[src/rtl/bw_io_jp_bsr_seq.sv]
// Sequencer for the IO boundary-scan chain of jp sstl/odt oe-scan cells.
// Runs one command at a time, generating capture/shift/update strobes and the
// chain-wide mode_ctl / bsr_hiz_l controls, and returns the captured chain data.
module bw_io_jp_bsr_seq #(
  parameter int unsigned CHAIN_LEN = 64,
  parameter int unsigned CNT_W     = 7
) (
  input  logic                 clk,
  input  logic                 arst_l,
  input  logic                 req_vld,
  output logic                 req_rdy,
  input  logic [1:0]           req_op,
  input  logic [CHAIN_LEN-1:0] req_wdata,
  output logic                 rsp_vld,
  output logic [CHAIN_LEN-1:0] rsp_rdata,
  output logic                 busy,
  output logic                 bsr_si,
  input  logic                 bsr_so,
  output logic                 shift_dr,
  output logic                 clock_dr,
  output logic                 update_dr,
  output logic                 mode_ctl,
  output logic                 bsr_hiz_l
);

  localparam logic [1:0] OpSample  = 2'b00;
  localparam logic [1:0] OpExtest  = 2'b01;
  localparam logic [1:0] OpHighz   = 2'b10;
  localparam logic [1:0] OpRelease = 2'b11;

  typedef enum logic [2:0] {
    StIdle,
    StCapture,
    StShSetup,
    StShEdge,
    StUpdate,
    StDone
  } state_e;

  state_e               r_state;
  state_e               w_state_d;
  logic [1:0]           r_op;
  logic [CHAIN_LEN-1:0] r_sreg;
  logic [CHAIN_LEN-1:0] w_sreg_d;
  logic [CNT_W-1:0]     r_bit_cnt;
  logic                 r_shift_dr;
  logic                 r_clock_dr;
  logic                 r_update_dr;
  logic                 r_bsr_si;
  logic                 r_mode_ctl;
  logic                 r_bsr_hiz_l;
  logic                 r_rsp_vld;
  logic [CHAIN_LEN-1:0] r_rsp_rdata;
  logic                 w_accept;
  logic                 w_last_bit;
  logic                 w_chain_op;

  assign w_accept   = req_vld && (r_state == StIdle);
  assign w_last_bit = (r_bit_cnt == CNT_W'(CHAIN_LEN - 1));
  assign w_chain_op = (req_op == OpSample) || (req_op == OpExtest);

  // Next-state decode; only an accepted command leaves IDLE
  always_comb begin
    w_state_d = r_state;
    case (r_state)
      StIdle:    if (w_accept) w_state_d = w_chain_op ? StCapture : StDone;
      StCapture: w_state_d = StShSetup;
      StShSetup: w_state_d = StShEdge;
      StShEdge: begin
        if (!w_last_bit)             w_state_d = StShSetup;
        else if (r_op == OpExtest)   w_state_d = StUpdate;
        else                         w_state_d = StDone;
      end
      StUpdate:  w_state_d = StDone;
      StDone:    w_state_d = StIdle;
      default:   w_state_d = StIdle;
    endcase
  end

  // Shift register next value: load on accept, shift chain output in at each shift edge
  always_comb begin
    w_sreg_d = r_sreg;
    if (w_accept) begin
      w_sreg_d = req_wdata;
    end else if (r_state == StShEdge) begin
      w_sreg_d = {bsr_so, r_sreg[CHAIN_LEN-1:1]};
    end
  end

  // Datapath state: shift register, latched op and bit counter
  always_ff @(posedge clk or negedge arst_l) begin
    if (!arst_l) begin
      r_sreg    <= '0;
      r_op      <= OpSample;
      r_bit_cnt <= '0;
    end else begin
      r_sreg <= w_sreg_d;
      if (w_accept) begin
        r_op      <= req_op;
        r_bit_cnt <= '0;
      end else if (r_state == StShEdge) begin
        r_bit_cnt <= r_bit_cnt + CNT_W'(1);
      end
    end
  end

  // FSM with outputs registered from the next state so they line up with it
  always_ff @(posedge clk or negedge arst_l) begin
    if (!arst_l) begin
      r_state     <= StIdle;
      r_shift_dr  <= 1'b0;
      r_clock_dr  <= 1'b0;
      r_update_dr <= 1'b0;
      r_bsr_si    <= 1'b0;
      r_mode_ctl  <= 1'b0;
      r_bsr_hiz_l <= 1'b1;
      r_rsp_vld   <= 1'b0;
      r_rsp_rdata <= '0;
    end else begin
      r_state     <= w_state_d;
      r_shift_dr  <= (w_state_d == StShSetup) || (w_state_d == StShEdge);
      r_clock_dr  <= (w_state_d == StCapture) || (w_state_d == StShEdge);
      r_update_dr <= (w_state_d == StUpdate);
      r_rsp_vld   <= (w_state_d == StDone);

      // bsr_si only changes on entry to SH_SETUP and is held through SH_EDGE
      case (w_state_d)
        StShSetup: r_bsr_si <= w_sreg_d[0];
        StShEdge:  r_bsr_si <= r_bsr_si;
        default:   r_bsr_si <= 1'b0;
      endcase

      if (r_state == StUpdate) begin
        r_mode_ctl <= 1'b1;
      end else if (w_accept && (req_op == OpRelease)) begin
        r_mode_ctl <= 1'b0;
      end

      if (w_accept && (req_op == OpHighz)) begin
        r_bsr_hiz_l <= 1'b0;
      end else if (w_accept && (req_op == OpRelease)) begin
        r_bsr_hiz_l <= 1'b1;
      end

      // Only chain ops reach DONE via SH_EDGE/UPDATE; HIGHZ/RELEASE keep the old data
      if ((w_state_d == StDone) && ((r_state == StShEdge) || (r_state == StUpdate))) begin
        r_rsp_rdata <= w_sreg_d;
      end
    end
  end

  assign req_rdy   = (r_state == StIdle);
  assign busy      = (r_state != StIdle);
  assign shift_dr  = r_shift_dr;
  assign clock_dr  = r_clock_dr;
  assign update_dr = r_update_dr;
  assign bsr_si    = r_bsr_si;
  assign mode_ctl  = r_mode_ctl;
  assign bsr_hiz_l = r_bsr_hiz_l;
  assign rsp_vld   = r_rsp_vld;
  assign rsp_rdata = r_rsp_rdata;

endmodule

[config.mk]
export PLATFORM = sky130hd
export DESIGN_NAME = bw_io_jp_bsr_seq
export DESIGN_NICKNAME = d
export VERILOG_FILES = /design/src/rtl/bw_io_jp_bsr_seq.sv
export SDC_FILE = /design/constraint.sdc
export NUM_CORES = 1
export LEC_CHECK = 0
export CORE_UTILIZATION = 50
export DETAILED_ROUTE_END_ITERATION = 8
export HOLD_SLACK_MARGIN = 0.1
export PLACE_DENSITY = 0.8
export SLEW_MARGIN = 15
export SYNTH_ARGS = -nofsm -noshare
export SYNTH_HDL_FRONTEND = slang
export SYNTH_SLANG_ARGS = --single-unit
[constraint.sdc]
create_clock -name clk -period 2.8 [get_ports clk]
set_input_delay 0.42 -clock clk [delete_from_list [all_inputs] [get_ports clk]]
set_output_delay 0.42 -clock clk [all_outputs]
set_load 0.02 [all_outputs]
== Word-level counts from Yosys, hierarchy flattened ==
Index checks and enable logic that the tools add are counted.
Widths: inputs -> output; s select.

* Register bits after elaboration: 147
* Logic and storage cells: 55
* Bits of input ports: 70

* $add $sub $neg: 1
* Mux-type cells: 14
* Reduce and logical (&&, ||, !) cells: 14
* Equality and inequality tests: 14

{| class="wikitable"
|+ Operators by type and width
! cell !! number
|-
| $mux 64 || 2
|-
| $pmux 3 s5 || 1
|-
| $mux 7 || 2
|-
| $eq 3x2->1 const B || 4
|-
| $eq 3x3->1 const B || 3
|-
| $mux 3 || 3
|-
| $add 7x1->7 const B || 1
|-
| $eq 7x6->1 const B || 1
|-
| $eq 3x1->1 const B || 2
|-
| $reduce_bool 2->1 || 3
|-
| $mux 1 || 5
|-
| $eq 2x1->1 const B || 2
|-
| $eq 2x2->1 const B || 2
|-
| $logic_and 1x1->1 || 4
|-
| $logic_or 1x1->1 || 4
|-
| $logic_not 3->1 || 1
|-
| $reduce_bool 3->1 || 1
|-
| $logic_not 2->1 || 1
|-
| $pmux 1 s2 || 1
|}

== Logic depth before layout (Yosys ltp) ==
Gate-level depths: netlist of run 1.

* Word-level depth: 7
* Mapped depth: 7
* Mapped depth without buffers: 6

== Worst setup path before layout of run 1 ==
Ideal clock, no wire load.

* Kind: reg-to-reg
* Start point: register r_bit_cnt[0]
* End point: register r_rsp_rdata[33], in the netlist rsp_rdata[33]
* Buffers on the path: 2
* Slack: 0.759 ns
* Period minus slack after synthesis: 2.041 ns
* Data arrival time: 1.916 ns
* Setup time: 0.125 ns
* Cell stages (with the launch flop): 8
* Required time: 2.675 ns
* Path through: dfrtp_1 -> ha_1 -> and3_1 -> clkbuf_1 -> and2_1 -> a32oi_4 -> buf_4 -> mux2_2

* Cells in the longest elaborated chain, start to end: 5

{| class="wikitable"
|+ RTL lines
! what !! RTL line !! RTL
|-
| start, declared || 45 || <nowiki>logic [CNT_W-1:0] r_bit_cnt;</nowiki>
|-
| start signal, assigned || 102 || <nowiki>r_bit_cnt <= r_bit_cnt + CNT_W'(1);</nowiki>
|-
| $eq 7x6->1 || 59 || <nowiki>assign w_last_bit = (r_bit_cnt == CNT_W'(CHAIN_LEN - 1));</nowiki>
|-
| $mux 3 || 70 || <nowiki>if (!w_last_bit) w_state_d = StShSetup;</nowiki>
|-
| $pmux 3 s5 || 65 || <nowiki>case (r_state)</nowiki>
|-
| $eq 3x3->1 || 146 || <nowiki>if ((w_state_d == StDone) && ((r_state == StShEdge) || (r_state == StUpdate))) begin</nowiki>
|-
| $logic_and 1x1->1 || 146 ||
|-
| end signal, assigned || 147 || <nowiki>r_rsp_rdata <= w_sreg_d;</nowiki>
|-
| end, declared || 53 || <nowiki>logic [CHAIN_LEN-1:0] r_rsp_rdata;</nowiki>
|}

No other way between the ends.
A chain may end at the register's enable or synchronous reset.

== Final worst setup path of run 1 ==
* Start point: register r_state[2]
* End point: output req_rdy

* Cells in the longest elaborated chain, start to end: 1

{| class="wikitable"
|+ RTL lines
! what !! RTL line !! RTL
|-
| start, declared || 40 || <nowiki>state_e r_state;</nowiki>
|-
| start signal, assigned || 110 || <nowiki>r_state <= StIdle;</nowiki>
|-
| start signal, assigned || 120 || <nowiki>r_state <= w_state_d;</nowiki>
|-
| $logic_not 3->1 || 152 || <nowiki>assign req_rdy = (r_state == StIdle);</nowiki>
|-
| end, declared || 11 || <nowiki>output logic req_rdy,</nowiki>
|}

No other way between the ends.

==> results of run 1 <==
[cell type report]
| cell class | count | share of cell area |
|---|---|---|
| sequential | 147 | 0.4415 |
| multi-input combinational | 381 | 0.2704 |
| timing repair buffer | 155 | 0.1842 |
| clock buffer | 23 | 0.05975 |
| tap | 147 | 0.02207 |
| clock inverter | 9 | 0.02072 |
| inverter | 3 | 0.001351 |
[metal layers]
layer | part of all wire | vias up | GRT usage
met3 | 0.041 | 25 | 0.06263
met2 | 0.52 | 138 | 0.4123
met1 | 0.42 | 2360 | 0.3059
li1 | - | 2209 | -
met4 | 0.018 | 0 | 0.1004
met5 | 0 | - | 0
[cell usage after synthesis]
| master | instances |
|---|---|
| clkbuf_1 | 23 |
| a31oi_1 | 1 |
| a221o_1 | 1 |
| ha_1 | 1 |
| or4b_1 | 1 |
| buf_1 | 4 |
| nand2_1 | 74 |
| and2_1 | 1 |
| nor4b_2 | 1 |
| dfrtp_1 | 146 |
| and3b_1 | 2 |
| inv_1 | 3 |
| a22o_1 | 2 |
| nand4_1 | 3 |
| and3_1 | 3 |
| mux2_1 | 7 |
| mux2_2 | 59 |
| a32oi_4 | 1 |
| a21oi_1 | 131 |
| nor4b_1 | 1 |
| o21ba_2 | 1 |
| nor2_1 | 73 |
| buf_2 | 6 |
| nor3_1 | 3 |
| nand3_1 | 3 |
| nand2b_1 | 2 |
| dfstp_2 | 1 |
| xor2_1 | 4 |
| o21ai_0 | 3 |
| buf_4 | 6 |
| or3_1 | 1 |
| nand3b_1 | 2 |
[metrics by stage]
stage	cells	cell area (sq um)
finish	865	8334
global route	865	8334
detailed placement	832	7654
global placement	832	7654
CTS	865	8334
floorplan	570	6111
[worst max path at each step]
stage	end	slack [ps]	depth (start not counted)
after floorplan	rsp_rdata[33]$_DFFE_PN0P_	760	7
after global placement	rsp_rdata[42]$_DFFE_PN0P_	300	6
after detailed placement	rsp_rdata[42]$_DFFE_PN0P_	230	6
after CTS	req_rdy	300	3
after global routing	req_rdy	190	3
final	req_rdy	320	3
[state kept, by name, summed over array words and instances, names as in the netlist, 2 cells and up]
register,flops
rsp_rdata,64
r_op,2
r_bit_cnt,7
r_sreg,64
r_state,3
[power by group through the flow]
| stage | Clock (mW) | Sequential [mW] | Combinational (mW) |
|---|---|---|---|
| 2_1_floorplan | 0 | 3.38 | 1.15 |
| 3_3_place_gp | 0 | 3.13 | 2.34 |
| 3_5_place_dp | 0 | 3.17 | 2.43 |
| 4_1_cts | 2.57 | 3.15 | 2.44 |
| 5_1_grt | 2.67 | 3.22 | 2.63 |
| 6_report | 2.54 | 3.15 | 2.42 |
[cells by family after synthesis]
group | count (synthesis) | synth area share
fa+ha+maj | 1 | 0.002047
simple gates | 170 | 0.1163
buf+inv | 42 | 0.03071
mux | 66 | 0.1216
compound gates | 140 | 0.1214
flops | 147 | 0.6022
xor+xnor | 4 | 0.005732
[critical path: cells and delay by family (launching register included)]
kind	cells	cell delay, ps
and+or+nand+nor	1	420
buffers and inverters	2	660
DFF	1	560
[repair_timing]
action,CTS,global route
endpoints found under the setup margin,0,0
endpoints found under the hold margin,59,0
hold buffers,1,0
==> flow_summary.yaml, run 1 <==
critical_path:
  r2r_setup_slack_ps: 540
  path_max_fanout: 15
  critical_path_class: "flop to output pin"
  worst_setup_path_end_kind: "output pin"
  reg2reg_depth: 6
  required_ps: 2380
  cp_cell_sequence: "or3_1 -> inv_1 -> clkdlybuf4s50_1"
  critPathMaxStageDelay_ps: 590
  cp_slowest_cell: "clkdlybuf4s50_1"
  startpoint: "r_state[2]$_DFF_PN0_"
  crit_path_start_kind: "flop"
  rr_endpoint: "rsp_rdata[20]$_DFFE_PN0P_"
  timing.rr.start: "r_bit_cnt[0]$_DFFE_PN0P_"
  arrival_ps: 2060
pwr:
  ir_drop_v: 0.0004443
  p_sw_frac: 0.3180
  power.leakage_nw: 3.521
  p_clk_frac: 0.313
  power_density_nw_per_um2: 973.2
  seqPwrFrac: 0.388
  power.total_mw: 8.111
  p_int_mw: 5.532
  combPwrFrac: 0.299
  switching_power_mw: 2.579
clock_network:
  clockBufferDepth: 2
  cts_setup_buffers: 0
  clock_latency_ps: 430
  cts_buffers: 17
  cts_sinks: 147
  cts_root_buffer: "clkbuf_16"
  htreeDepth: 4
  clk_pin_slew_worst_paths_ps: 60
  cts_tree: "done"
  post_cts_resized: 0
synthesis:
  syn_area_per_cell_sq_um: 10.72
  yosysWarnings: 0
  seq_area_frac_synth: 0.6022
  syn_area_sq_um: 6111
  synth_cells: 570
  synth_top_area_share: 0.5979
  ys_ff_latch: 147
  synthDistinctLibCells: 32
  syn_nets: 641
  yosys.area.top_type: "dfrtp_1"
  ys_top_cells_by_area: "dfrtp_1, mux2_2, a21oi_1"
grt:
  grt_max_degree: 63
  antenna_found_initial: 0
  overflow: 0
  grt_usage: 0.2462
  grt_pass1_wl_mm: 24.09
  grt_pass1_vias: 4892
finish:
  fin_util: 0.6968
  seqCellArea_sq_um: 3680
  drive_above_1_share: 0.1518
  antenna-diode-count: 0
  synthToLayoutAreaGrowth_pct: 36.38
  final_common_cell: "dfrtp_1"
  multi_input_area_sq_um: 2253
  fillCellCount: 884
  mostFrequentLayoutCells: "dfrtp_1, clkdlybuf4s50_1, a21oi_1"
  finalNetCount: 776
detailed_routing:
  drc: 0
  num_vias: 4732
  antenna_left: 0
  via_per_inst: 5.471
  drt-total-wl_mm: 14.58
  firstDrtPassIters: 4
  routedWlPerCell_um: 16.86
  initialDrtViolationCount: 297
sta:
  rsz0062_at_grt: "false"
  fin_crit_ps: 2482
  fin_crit_sh: 0.8863
  hold_violations: 0
  fmax_mhz: 402.9
  setup_tns_ps: 0
  worst_pin_slew_ps: 576.3
  hold-worst-slack_ps: 488.4
  skew_ps: 11.07
  drv_slew: 0
  setup_viol: 0
  layout_setup_ws_ps: 318.3
  relSlewSlack: 0.6158
floorplan:
  ios: 143
  initial_core_util: 0.5109
  die-height_um: 112.6
  die_area_sq_um: 12670
  core-area_sq_um: 11960
  die_w_um: 112.6
  placementRows: 40
worst_hold_path:
  worstHoldStart: "r_op[0]$_DFFE_PN0P_"
  hold_path.class: "flop to flop"
  worstHoldPathCells: 2
  min_to: "r_op[0]$_DFFE_PN0P_"
place:
  place_worst_setup_slack_ps: 225.9
  dp_hpwl_mm: 9.447
  io_buffers: 142
  gp_routability_congestion: 0.8198
flow_run:
  cap_violations: 0
status:
  outcome: "finished, final reports clean"
No activity file was read; power rests on OpenSTA's default activity.
==> run 2, diff against run 1 <==
--- a/config.mk
+++ b/config.mk
@@ -5,10 +5,9 @@
 export SDC_FILE = /design/constraint.sdc
 export NUM_CORES = 1
 export LEC_CHECK = 0
-export CORE_UTILIZATION = 50
+export CORE_UTILIZATION = 25
 export DETAILED_ROUTE_END_ITERATION = 8
 export HOLD_SLACK_MARGIN = 0.1
-export PLACE_DENSITY = 0.8
 export SLEW_MARGIN = 15
 export SYNTH_ARGS = -nofsm -noshare
 export SYNTH_HDL_FRONTEND = slang
==> run 2 against run 1 <==
Net effect:
- sequential share of layout area is 0.97 points lower
- maximum frequency up 1.1%
- sequential cell count unchanged
- sequential power about the same
- combinational power barely moved
- count of clock-buffer cells in the layout shrank 2
- power down 2.9%
- via count shrank 2.9%
- wire length up 4.7%
- clock power shrank 9.1%
- register-to-register slack hardly changed
- critical path type unchanged
- global-route usage down 12 points
==> flow_summary.yaml, run 2 (synthesis gave the netlist of run 1 again) <==
critical_path:
  r2r_setup_slack_ps: 550
  reg2reg_depth: 6
  cp_top_family: "buffers and inverters"
  rr_endpoint: "rsp_rdata[43]$_DFFE_PN0P_"
  crit_path_start_kind: "flop"
  worst_setup_path_end_kind: "output pin"
  cp_slowest_cell: "clkdlybuf4s50_1"
  required_ps: 2380
  timing.rr.start: "r_bit_cnt[0]$_DFFE_PN0P_"
  critPathMaxStageDelay_ps: 590
  cp_cell_sequence: "or3_1 -> inv_1 -> clkdlybuf4s50_1"
  critPathBufInv: 2
  critical_path_class: "flop to output pin"
  arrival_ps: 2030
  path_max_fanout: 15
  startpoint: "r_state[2]$_DFF_PN0_"
pwr:
  switching_power_mw: 2.575
  p_sw_frac: 0.3269
  ir_drop_v: 0.0003675
  p_int_mw: 5.302
  seqPwrFrac: 0.396
  power_density_nw_per_um2: 924.3
  combPwrFrac: 0.310
  p_clk_frac: 0.293
  power.leakage_nw: 3.499
  power.total_mw: 7.877
sta:
  worst_pin_slew_ps: 546.2
  layout_setup_ws_ps: 345.5
  drv_slew: 0
  setup_viol: 0
  fin_crit_ps: 2454
  hold_violations: 0
  fin_crit_sh: 0.8766
  rsz0062_at_grt: "false"
  fmax_mhz: 407.4
  relSlewSlack: 0.6358
  skew_ps: 7.744
  setup_tns_ps: 0
clock_network:
  cts_root_buffer: "clkbuf_16"
  hold_buffers: 1
  cts_sinks: 147
  htreeDepth: 4
  clock_latency_ps: 410
  cts_buffers: 17
  cts_tree: "done"
  clockBufferDepth: 2
  post_cts_resized: 0
  clk_pin_slew_worst_paths_ps: 60
  cts_setup_buffers: 0
detailed_routing:
  firstDrtPassIters: 4
  initialDrtViolationCount: 192
  routedWlPerCell_um: 14.76
  drc: 0
  antenna_left: 0
  via_per_inst: 4.445
  num_vias: 4596
  drt-total-wl_mm: 15.26
finish:
  antenna-diode-count: 0
  finalNetCount: 774
  final_common_cell: "dfrtp_1"
  synthToLayoutAreaGrowth_pct: 39.46
  drive_above_1_share: 0.1469
  mostFrequentLayoutCells: "dfrtp_1, clkdlybuf4s50_1, a21oi_1"
floorplan:
  ios: 143
  core-area_sq_um: 23750
  initial_core_util: 0.2573
  die_area_sq_um: 25070
  die_w_um: 158.3
  die-height_um: 158.3
  placementRows: 56
grt:
  grt_usage: 0.1300
  grt_pass1_vias: 4704
  antenna_found_initial: 0
  overflow: 0
  grt_pass1_wl_mm: 25.43
  grt_max_degree: 73
worst_hold_path:
  hold_path.class: "input port to async pin"
place:
  dp_hpwl_mm: 9.689
  place_worst_setup_slack_ps: 401.3
  io_buffers: 142
  gp_routability_congestion: 0.7326
flow_run:
  cap_violations: 0
status:
  outcome: "finished, final reports clean"
run 2: cell count changes in the layout (fill, tap and decap cells not counted), sizes merged:
cell,before,now
inv,3,4
clkbuf,23,21
buf,13,11
bufinv,5,3
clkinv,3,5
run 2: worst max path at each step:
stage                                           end  cells past startpoint
final                                       req_rdy                      3
after global routing                        req_rdy                      3
after CTS                                   req_rdy                      3
after detailed placement  rsp_rdata[41]$_DFFE_PN0P_                      6
after global placement    rsp_rdata[47]$_DFFE_PN0P_                      6
after floorplan           rsp_rdata[33]$_DFFE_PN0P_                      7
run 2: final cells by class:
type	instances	area, sq um
tap	319	399.1
fill	2358	15230
clock inverter	10	131.4
inverter	3	11.26
timing repair buffer	153	1583
multi-input combinational	381	2257
sequential	147	3680
clock buffer	21	460.4
run 2: power by group through the flow:
stage	logic [mW]	clock network (mW)	registers, mW
detailed placement	2.49	0	3.16
global route	2.72	2.50	3.21
CTS	2.50	2.40	3.13
floorplan	1.15	0	3.38
finish	2.44	2.31	3.12
global placement	2.46	0	3.15
run 2: metrics by stage:
step	util	cells	area, sq um	hold slack (ps)
global route	0.3588	1034	8522	470.2
global placement	0.3334	1002	7920	309.8
floorplan	-	570	6111	124.4
detailed placement	0.3334	1002	7920	312.0
CTS	0.3588	1034	8522	432.0
finish	0.3588	1034	8522	436.7
run 2: metal layers:
metal,vias to the layer above,share of wire,track usage
met5,-,0,0
met4,0,0.011,0.03846
met3,8,0.042,0.03185
met2,96,0.46,0.2038
met1,2278,0.49,0.1766
li1,2214,-,-
==> run 3, diff against run 2 <==
--- a/config.mk
+++ b/config.mk
@@ -5,6 +5,7 @@
 export SDC_FILE = /design/constraint.sdc
 export NUM_CORES = 1
 export LEC_CHECK = 0
+export CORE_ASPECT_RATIO = 1.1
 export CORE_UTILIZATION = 25
 export DETAILED_ROUTE_END_ITERATION = 8
 export HOLD_SLACK_MARGIN = 0.1
==> run 3 against run 2 <==
Net effect:
- register-to-register slack about the same
- largest cell class unchanged
- final cell count down 1.2%
- core utilization down 0.36 points
- maximum frequency up 0.21%
- global-route usage up 0.20 points
- clock skew up 0.66 ps
- critical endpoint unchanged
- count of clock-buffer cells in the layout up 1
- hold slack better by 27 ps
- die area about the same
- setup slack better by 5.1 ps
- sequential power about the same
- sequential cell count unchanged
==> flow_summary.yaml, run 3 (synthesis gave the netlist of run 1 again) <==
critical_path:
  path_max_fanout: 13
  reg2reg_depth: 6
  critPathMaxStageDelay_ps: 590
  crit_cells: 3
  cp_cell_sequence: "or3_1 -> inv_1 -> clkdlybuf4s50_1"
  required_ps: 2380
  cp_top_family: "buffers and inverters"
  crit_path_start_kind: "flop"
  cp_slowest_cell: "clkdlybuf4s50_1"
  critPathBufInv: 2
  worst_setup_path_end_kind: "output pin"
  arrival_ps: 2030
  critical_path_class: "flop to output pin"
worst_hold_path:
  hold_path.class: "flop to flop"
  worstHoldPathCells: 2
clock_network:
  clockBufferDepth: 2
  clock_latency_ps: 410
  htreeDepth: 4
  cts_buffers: 17
  cts_tree: "done"
  clk_pin_slew_worst_paths_ps: 60
  post_cts_resized: 0
  cts_root_buffer: "clkbuf_16"
  cts_sinks: 147
detailed_routing:
  via_per_inst: 4.526
  routedWlPerCell_um: 15.18
  initialDrtViolationCount: 219
  drc: 0
  num_vias: 4626
  firstDrtPassIters: 4
  drt-total-wl_mm: 15.52
  antenna_left: 0
grt:
  grt_pass1_wl_mm: 25.70
  grt_usage: 0.1321
  grt_pass1_vias: 4835
  antenna_found_initial: 0
  overflow: 0
  grt_max_degree: 65
pwr:
  ir_drop_v: 0.0003582
  power.leakage_nw: 3.478
  power.total_mw: 7.785
  power_density_nw_per_um2: 919.2
floorplan:
  ios: 143
  die_w_um: 151.1
  core-area_sq_um: 23840
  die-height_um: 166.0
  die_area_sq_um: 25070
  placementRows: 59
  initial_core_util: 0.2563
place:
  dp_hpwl_mm: 10.04
  postPlaceCellArea_sq_um: 7889
  io_buffers: 142
  gp_routability_congestion: 0.7539
finish:
  mostFrequentLayoutCells: "dfrtp_1, clkdlybuf4s50_1, a21oi_1"
  drive_above_1_share: 0.1478
  final_area_sq_um: 8469
  fin_util: 0.3552
  finalNetCount: 776
  synthToLayoutAreaGrowth_pct: 38.60
  antenna-diode-count: 0
  final_common_cell: "dfrtp_1"
  fillCellCount: 2387
sta:
  setup_tns_ps: 0
  fmax_mhz: 408.3
  rsz0062_at_grt: "false"
  worst_pin_slew_ps: 635.3
  relSlewSlack: 0.5764
  fin_crit_ps: 2449
  skew_ps: 8.400
  fin_crit_sh: 0.8748
  drv_slew: 0
  setup_viol: 0
  hold_violations: 0
flow_run:
  cap_violations: 0
status:
  outcome: "finished, final reports clean"
-- run 3: changes by cell type in the layout (fill, tap and decap cells not counted), sizes merged --
cell      delta
clkinvlp     +2
clkbuf       +1
buf          +2
inv          -1
bufinv       -1
clkinv       -1
-- run 3: area by class of cell --
cell class | count | area, sq um | share of cell area
tap | 305 | 381.6 | 0.04506
inverter | 3 | 11.26 | 0.001330
clock buffer | 22 | 464.2 | 0.05481
clock inverter | 9 | 106.4 | 0.01256
sequential | 147 | 3680 | 0.4345
timing repair buffer | 155 | 1573 | 0.1857
multi-input combinational | 381 | 2253 | 0.2661
-- run 3: metrics by stage --
stage / hold slack (ps) / setup WS, ps / cells
2_1_floorplan: 124.4 / 759.0 / 570
3_3_place_gp: 450.8 / 295.6 / 990
3_5_place_dp: 455.3 / 258.5 / 990
4_1_cts: 470.5 / 302.7 / 1022
5_1_grt: 509.4 / 216.6 / 1022
6_report: 463.4 / 350.6 / 1022
-- run 3: worst reg2reg max path: cells and delay by family (launching register included) --
family	cells	cell delay, ps
fa+ha+maj	1	220
compound gates	1	230
simple gates	2	460
buf+inv	1	410
flops	1	410
mux	1	400
-- run 3: power by group --
group          leakage, nW  total (mW)  switching (mW)  internal [mW]
Combinational         1.44        2.43            1.34           1.09
Clock                0.272        2.22           0.871           1.35
Sequential            1.76        3.13           0.372           2.76
-- run 3: layer usage --
layer,wire length [um],up-vias,global-route usage
met5,0,-,0
met4,170,0,0.04652
met3,605,12,0.03297
met2,7589,91,0.2090
met1,7152,2312,0.1737
li1,-,2211,-
-- run 3: worst paths after layout --
kind | startpoint | to | slack, ps
min in group asynchronous | arst_l | rsp_rdata[50]$_DFFE_PN0P_ | 570
max | r_state[1]$_DFF_PN0_ | req_rdy | 350
max reg2reg | r_bit_cnt[0]$_DFFE_PN0P_ | rsp_rdata[46]$_DFFE_PN0P_ | 560
min | r_op[1]$_DFFE_PN0P_ | r_op[1]$_DFFE_PN0P_ | 460
min reg2reg | r_op[1]$_DFFE_PN0P_ | r_op[1]$_DFFE_PN0P_ | 460
max in group asynchronous | arst_l | bsr_si$_DFFE_PN0P_ | 1460
-- run 3: repair_timing --
item	4_1_cts	5_1_grt
buffers inserted	0	0
hold buffers	1	0
endpoints found under the setup margin	0	0
hold endpoints to repair	60	0
==> RTL edit 1 (config.mk and constraints of run 1) <==
Make the reset (`arst_l`) synchronous in 2 clocked blocks.
--- a/src/rtl/bw_io_jp_bsr_seq.sv
+++ b/src/rtl/bw_io_jp_bsr_seq.sv
@@ -89,5 +89,5 @@
 
   // Datapath state: shift register, latched op and bit counter
-  always_ff @(posedge clk or negedge arst_l) begin
+  always_ff @(posedge clk) begin
     if (!arst_l) begin
       r_sreg    <= '0;
@@ -106,5 +106,5 @@
 
   // FSM with outputs registered from the next state so they line up with it
-  always_ff @(posedge clk or negedge arst_l) begin
+  always_ff @(posedge clk) begin
     if (!arst_l) begin
       r_state     <= StIdle;
Formal check against the unedited RTL: differs if arst_l is asserted again (counterexample within 4 cycles, from zero or initial values and one cycle with arst_l low); with arst_l held inactive, the same outputs for 10 cycles.
==> RTL edit 1 against run 1 <==
  * Cell count is 6.7% higher
  * Wire length is 3.9% lower
  * Global-route usage is 1.4 points lower
  * Sequential cell count stayed put
  * Via count is 5.2% higher
  * Hold slack worse by 0.022 ns
  * Final area is 4.3% lower
  * Worst setup slack better by 0.16 ns
  * Clock skew is 0.0019 ns lower
  * Register-to-register slack better by 0.06 ns
  * Synthesized area is 3.4% lower
Power is not compared: it rests on default switching activity, and its combinational part moved more than twofold at a synthesized area within 25%.
==> RTL edit 1: results (changes against run 1) <==
** Final layout
- Number of ordinary and repair buffers in the finished layout :: 152 (-1.9%)
- Footprint of the flip-flops and latches :: 2943 sq um (-20%)
- The final layout net count was 838 (+8.0%).
- Portion of the layout cell area used by non-clock buffers :: 19.52% (+1.1 points)
- Number of filler cells placed in the layout :: 887 (+0.34%)
- The clock network contribution to total cell area came to 7.313% (-0.73 points).
- Fraction of final layout cells with drive strength greater than 1 :: 13.85% (-1.3 points)

** Yosys
- Seq/Total Area, Yosys :: 49.85% (-10 points)
- Top cells by instance count after synthesis :: sky130_fd_sc_hd__dfxtp_1, sky130_fd_sc_hd__nand2_1, sky130_fd_sc_hd__and2_1
- Cell types with the largest area share after synthesis :: sky130_fd_sc_hd__dfxtp_1, sky130_fd_sc_hd__mux2_2, sky130_fd_sc_hd__nand2_1, sky130_fd_sc_hd__and2_1, sky130_fd_sc_hd__a31oi_1
- Synth async-reset ratio :: 0% (-100 points)
- The post-synth net total was 720 (+12%).
- The count of unique library cells instantiated by Yosys was 34 (+6.3%).
- The post-synthesis area per instance is 9.096 sq um (-15%).

** STA
- Min Tclk post-route :: 2.326 ns (-0.1554 ns)
- Post-route clock skew :: 0.009204 ns (-0.001863 ns)

** Route
- The total detailed-routing wirelength was 14.01 mm (-3.9%).
- Detailed-routing iteration count for the pre-antenna-repair pass :: 8 (+4)

** Min path
- In this run the most critical hold path is launched from r_op[1]$_SDFFE_PN0P_.
- Endpoint, Worst Hold :: r_op[1]$_SDFFE_PN0P_

** Clock network
- Clock insertion delay at the later pin of the skew report :: 0.41 ns (-0.02 ns)
- The number of buffers inserted for hold repair after clock tree synthesis was 0 (-1).

** Global routing
- Number of global-route vias before repair :: 4820 (-1.5%)
- The wire length of the first global-routing pass is 23.20 mm (-3.7%).
- The pin count of the biggest net entering global routing is 132 (+110%).

** Die
- The initial cell density of the core was 51.48% (+0.39 points).

** Placement
- Worst slack, placed :: 0.3781 ns (+0.1522 ns)
- The routability congestion estimate from global placement is 0.8019 (-2.2%).
- The total instance count after detailed placement came to 891 (+7.1%).
- The placed cell area came to 7390 sq um (-3.4%).
- DPL Wire Length :: 9.009 mm (-4.6%)

** Status
- The run finished with clean final reports.

** Setup path
- The worst register-to-register path ends at rsp_rdata[2]$_SDFFE_PN0P_.
- Worst Path Arrival :: 1.91 ns (-0.15 ns)
- Maximum fanout encountered on the critical timing path :: 10 (-5)
- R2r startpoint :: r_bit_cnt[0]$_SDFFE_PP0P_
==> RTL edit 1: changes by cell type in the layout (fill, tap and decap cells not counted), moves of 7 or more <==
| cell | before | now |
|---|---|---|
| sky130_fd_sc_hd__o21ai_0 | 3 | 41 |
| sky130_fd_sc_hd__a31oi_1 | 1 | 64 |
| sky130_fd_sc_hd__nor2_1 | 73 | 8 |
| sky130_fd_sc_hd__a21oi_1 | 131 | 3 |
| sky130_fd_sc_hd__mux2_1 | 7 | 0 |
| sky130_fd_sc_hd__and2_1 | 1 | 65 |
| sky130_fd_sc_hd__o21ai_1 | 0 | 23 |
| sky130_fd_sc_hd__dfxtp_1 | 0 | 147 |
| sky130_fd_sc_hd__dfrtp_1 | 146 | 0 |
| sky130_fd_sc_hd__nand2_1 | 74 | 141 |
==> RTL edit 1: critical path, cell delays in order, from the launching register on <==
cell	delay, ns
sky130_fd_sc_hd__dfxtp_1	0.40
sky130_fd_sc_hd__or3_1	0.43
sky130_fd_sc_hd__inv_1	0.08
sky130_fd_sc_hd__clkdlybuf4s50_1	0.59
==> RTL edit 1: layer usage <==
metal / vias to the layer above / global-route usage, % / part of all wire, %
li1: 2451 / - / -
met1: 2358 / 29.90 / 45
met2: 150 / 37.89 / 49
met5: - / 0 / 0
met4: 0 / 8.444 / 2.0
met3: 21 / 5.522 / 4.5
==> RTL edit 1: logic make-up after synthesis <==
kind of cell / after synthesis / synth area share (%)
adders and majority gates: 1 / 0.2119
AOI/OAI and AO/OA: 136 / 13.10
buffers and inverters: 56 / 4.621
xor gates and xnor gates: 5 / 0.7418
muxes: 64 / 12.17
and+or+nand+nor: 240 / 19.31
DFF: 147 / 49.85
==> RTL edit 2 (flow settings as in run 1) <==
Without the edit above. `CHAIN_LEN`: 64 -> 256.
--- a/src/rtl/bw_io_jp_bsr_seq.sv
+++ b/src/rtl/bw_io_jp_bsr_seq.sv
@@ -3,5 +3,5 @@
 // chain-wide mode_ctl / bsr_hiz_l controls, and returns the captured chain data.
 module bw_io_jp_bsr_seq #(
-  parameter int unsigned CHAIN_LEN = 64,
+  parameter int unsigned CHAIN_LEN = 256,
   parameter int unsigned CNT_W     = 7
 ) (
Interface: changed (resized req_wdata and rsp_rdata); port bits go from 143 to 527. No check against the original RTL was run, so the function may have changed too.
==> RTL edit 2 against run 1 <==
  * Sequential cell count is 384 higher
  * First-iteration DRC count rose to 5.2 times the old value
  * Clock power rose to 3.0 times the old value
  * Worst setup slack got worse by 0.14 ns
  * Register-to-register slack got worse by 0.21 ns
  * Total power increased to 3.2 times the old value
  * Global-route usage rose by 3.1 points
  * Cell count rose to 3.6 times the old value
  * Clock skew increased by 0.0074 ns
  * Final area grew to 3.6 times the old value
  * Synthesized area grew to 3.6 times the old value
  * Wire length rose to 4.3 times the old value
  * Count of clock-buffer cells in the layout is 56 higher
  * Combinational power increased to 2.9 times the old value
  * Largest cell class unchanged
  * Highest routed layer is now met5
==> RTL edit 2: results (changes against run 1) <==
** Status
- The run finished with clean final reports.

** Global routing
- GRT Util Overall :: 27.68% (+3.1 points)
- Wire length of the first global-routing pass :: 97.07 mm (+300%)
- Pin count of the biggest net entering global routing :: 94 (+49%)
- Initial antenna violation count :: 8 (+8)
- Number of global-route vias before repair :: 17930 (+270%)

** Setup path
- The highest fanout seen on the critical path was 10 (-5).
- Worst Path Arrival :: 2.20 ns (+0.14 ns)

** Route
- First DRT Iteration DRCs :: 1553 (+420%)
- The total iterations of the first detailed-routing run came to 5 (+1).
- The average routed wire per standard cell is 19.97 um (+18%).

** Placement
- Worst slack, placed :: 0.2404 ns (+0.01448 ns)
- Post-placement cell count :: 3047 (+270%)
- Routability congestion estimate :: 0.8836 (+7.8%)
- Count of port buffers added during placement :: 526 (+270%)
- DPL Wire Length :: 42.75 mm (+350%)
- The placed cell area was 27820 sq um (+260%).

** Clock network
- The maximum buffer depth of the clock tree was 3 (+1).
- The number of H-tree levels was 2 (-2).
- The cell sitting at the root of the clock tree is a sky130_fd_sc_hd__clkbuf_16.
- CTS buffer count :: 53 (+36)
- Clock insertion delay at the later pin of the skew report :: 0.59 ns (+0.16 ns)

** Final layout
- Non-filler instance count after layout :: 3153 (+260%)
- The count of filler cells inserted in the layout came to 3105 (+250%).
- The fraction of layout instances using a drive strength above 1 came to 14.80% (-0.38 points).
- The final layout net count is 2781 (+260%).

** STA
- The final worst-path setup slack was 0.1816 ns (-0.1366 ns).
- Post-route clock skew :: 0.01843 ns (+0.007365 ns)
- The worst slew margin relative to its limit is 55.24% (-6.3 points).

** Yosys
- The compound-cell area share of the yosys netlist is 7.871% (-4.3 points).
- Top cells by instance count after synthesis :: sky130_fd_sc_hd__dfrtp_1, sky130_fd_sc_hd__nand2_1, sky130_fd_sc_hd__nor2_1
- Net count after synthesis :: 2287 (+260%)
- Adder-cell share of the synthesized area :: 0.05699% (-0.15 points)
- Seq/Total Area, Yosys :: 60.53% (+0.32 points)
- Cell area after synthesis :: 21950 sq um (+260%)
- The count of mapped cells out of synthesis is 2024 (+260%).
- The proportion of synthesized area in mux cells was 13.18% (+1.0 points).
- Share of the synthesized netlist area taken by xor and xnor gates :: 0.1596% (-0.41 points)
- The count of unique library cells instantiated by Yosys came to 36 (+13%).
- Cell types with the largest area share after synthesis :: sky130_fd_sc_hd__dfrtp_1, sky130_fd_sc_hd__mux2_2, sky130_fd_sc_hd__nand2_1, sky130_fd_sc_hd__a31oi_1, sky130_fd_sc_hd__nor2_1

** Pwr
- LEAKAGE :: 12.37 nW (+250%)
- Worst supply voltage drop on vdd :: 621.0 uV (+40%)

** Min path
- Type of the worst min-delay path :: input pin to async pin
RTL edit 2: cell count changes in the layout (fill, tap and decap cells not counted), moves of 125 or more:
cell,change
sky130_fd_sc_hd__nor2_1,+195
sky130_fd_sc_hd__mux2_2,+171
sky130_fd_sc_hd__a31oi_1,+255
sky130_fd_sc_hd__dfrtp_1,+384
sky130_fd_sc_hd__clkdlybuf4s50_1,+384
sky130_fd_sc_hd__nand2_1,+445
sky130_fd_sc_hd__a21oi_1,-125
RTL edit 2: path summary, 6_finish.rpt:
path	depth (start not counted)	to	startpoint	slack, ns
max	4	req_rdy	r_state[1]$_DFF_PN0_	0.18
min	2	rsp_rdata[255]$_DFFE_PN0P_	arst_l	0.43
max reg2reg	7	rsp_rdata[163]$_DFFE_PN0P_	r_bit_cnt[0]$_DFFE_PN0P_	0.33
min reg2reg	1	rsp_rdata[20]$_DFFE_PN0P_	rsp_rdata[20]$_DFFE_PN0P_	0.50
max in group asynchronous	3	rsp_rdata[84]$_DFFE_PN0P_	arst_l	1.45
min in group clk	3	r_sreg[175]$_DFF_PN0_	req_wdata[175]	0.43
RTL edit 2: report_power, final:
part	internal [mW]	total [mW]	switching, mW
clock network	4.56	7.56	3.00
registers	9.79	11.0	1.25
logic	2.85	7.08	4.23
RTL edit 2: cell type report:
cell class	count	area [sq um]	share of cell area (%)
inverter	5	18.77	0.06318
timing repair buffer	585	6016	20.25
clock buffer	79	1546	5.206
antenna	7	17.52	0.05897
multi-input combinational	1342	7775	26.18
clock inverter	19	309.0	1.040
tap	585	732.0	2.464
sequential	531	13290	44.74
RTL edit 2: per-layer routing:
metal  up-vias  GRT usage [%]  share of wire [%]
li1       7886              -                  -
met1      8902          35.16                 40
met2       662          45.07                 49
met3       157          5.934                6.7
met4         2          13.64                4.7
met5         -              0              0.025
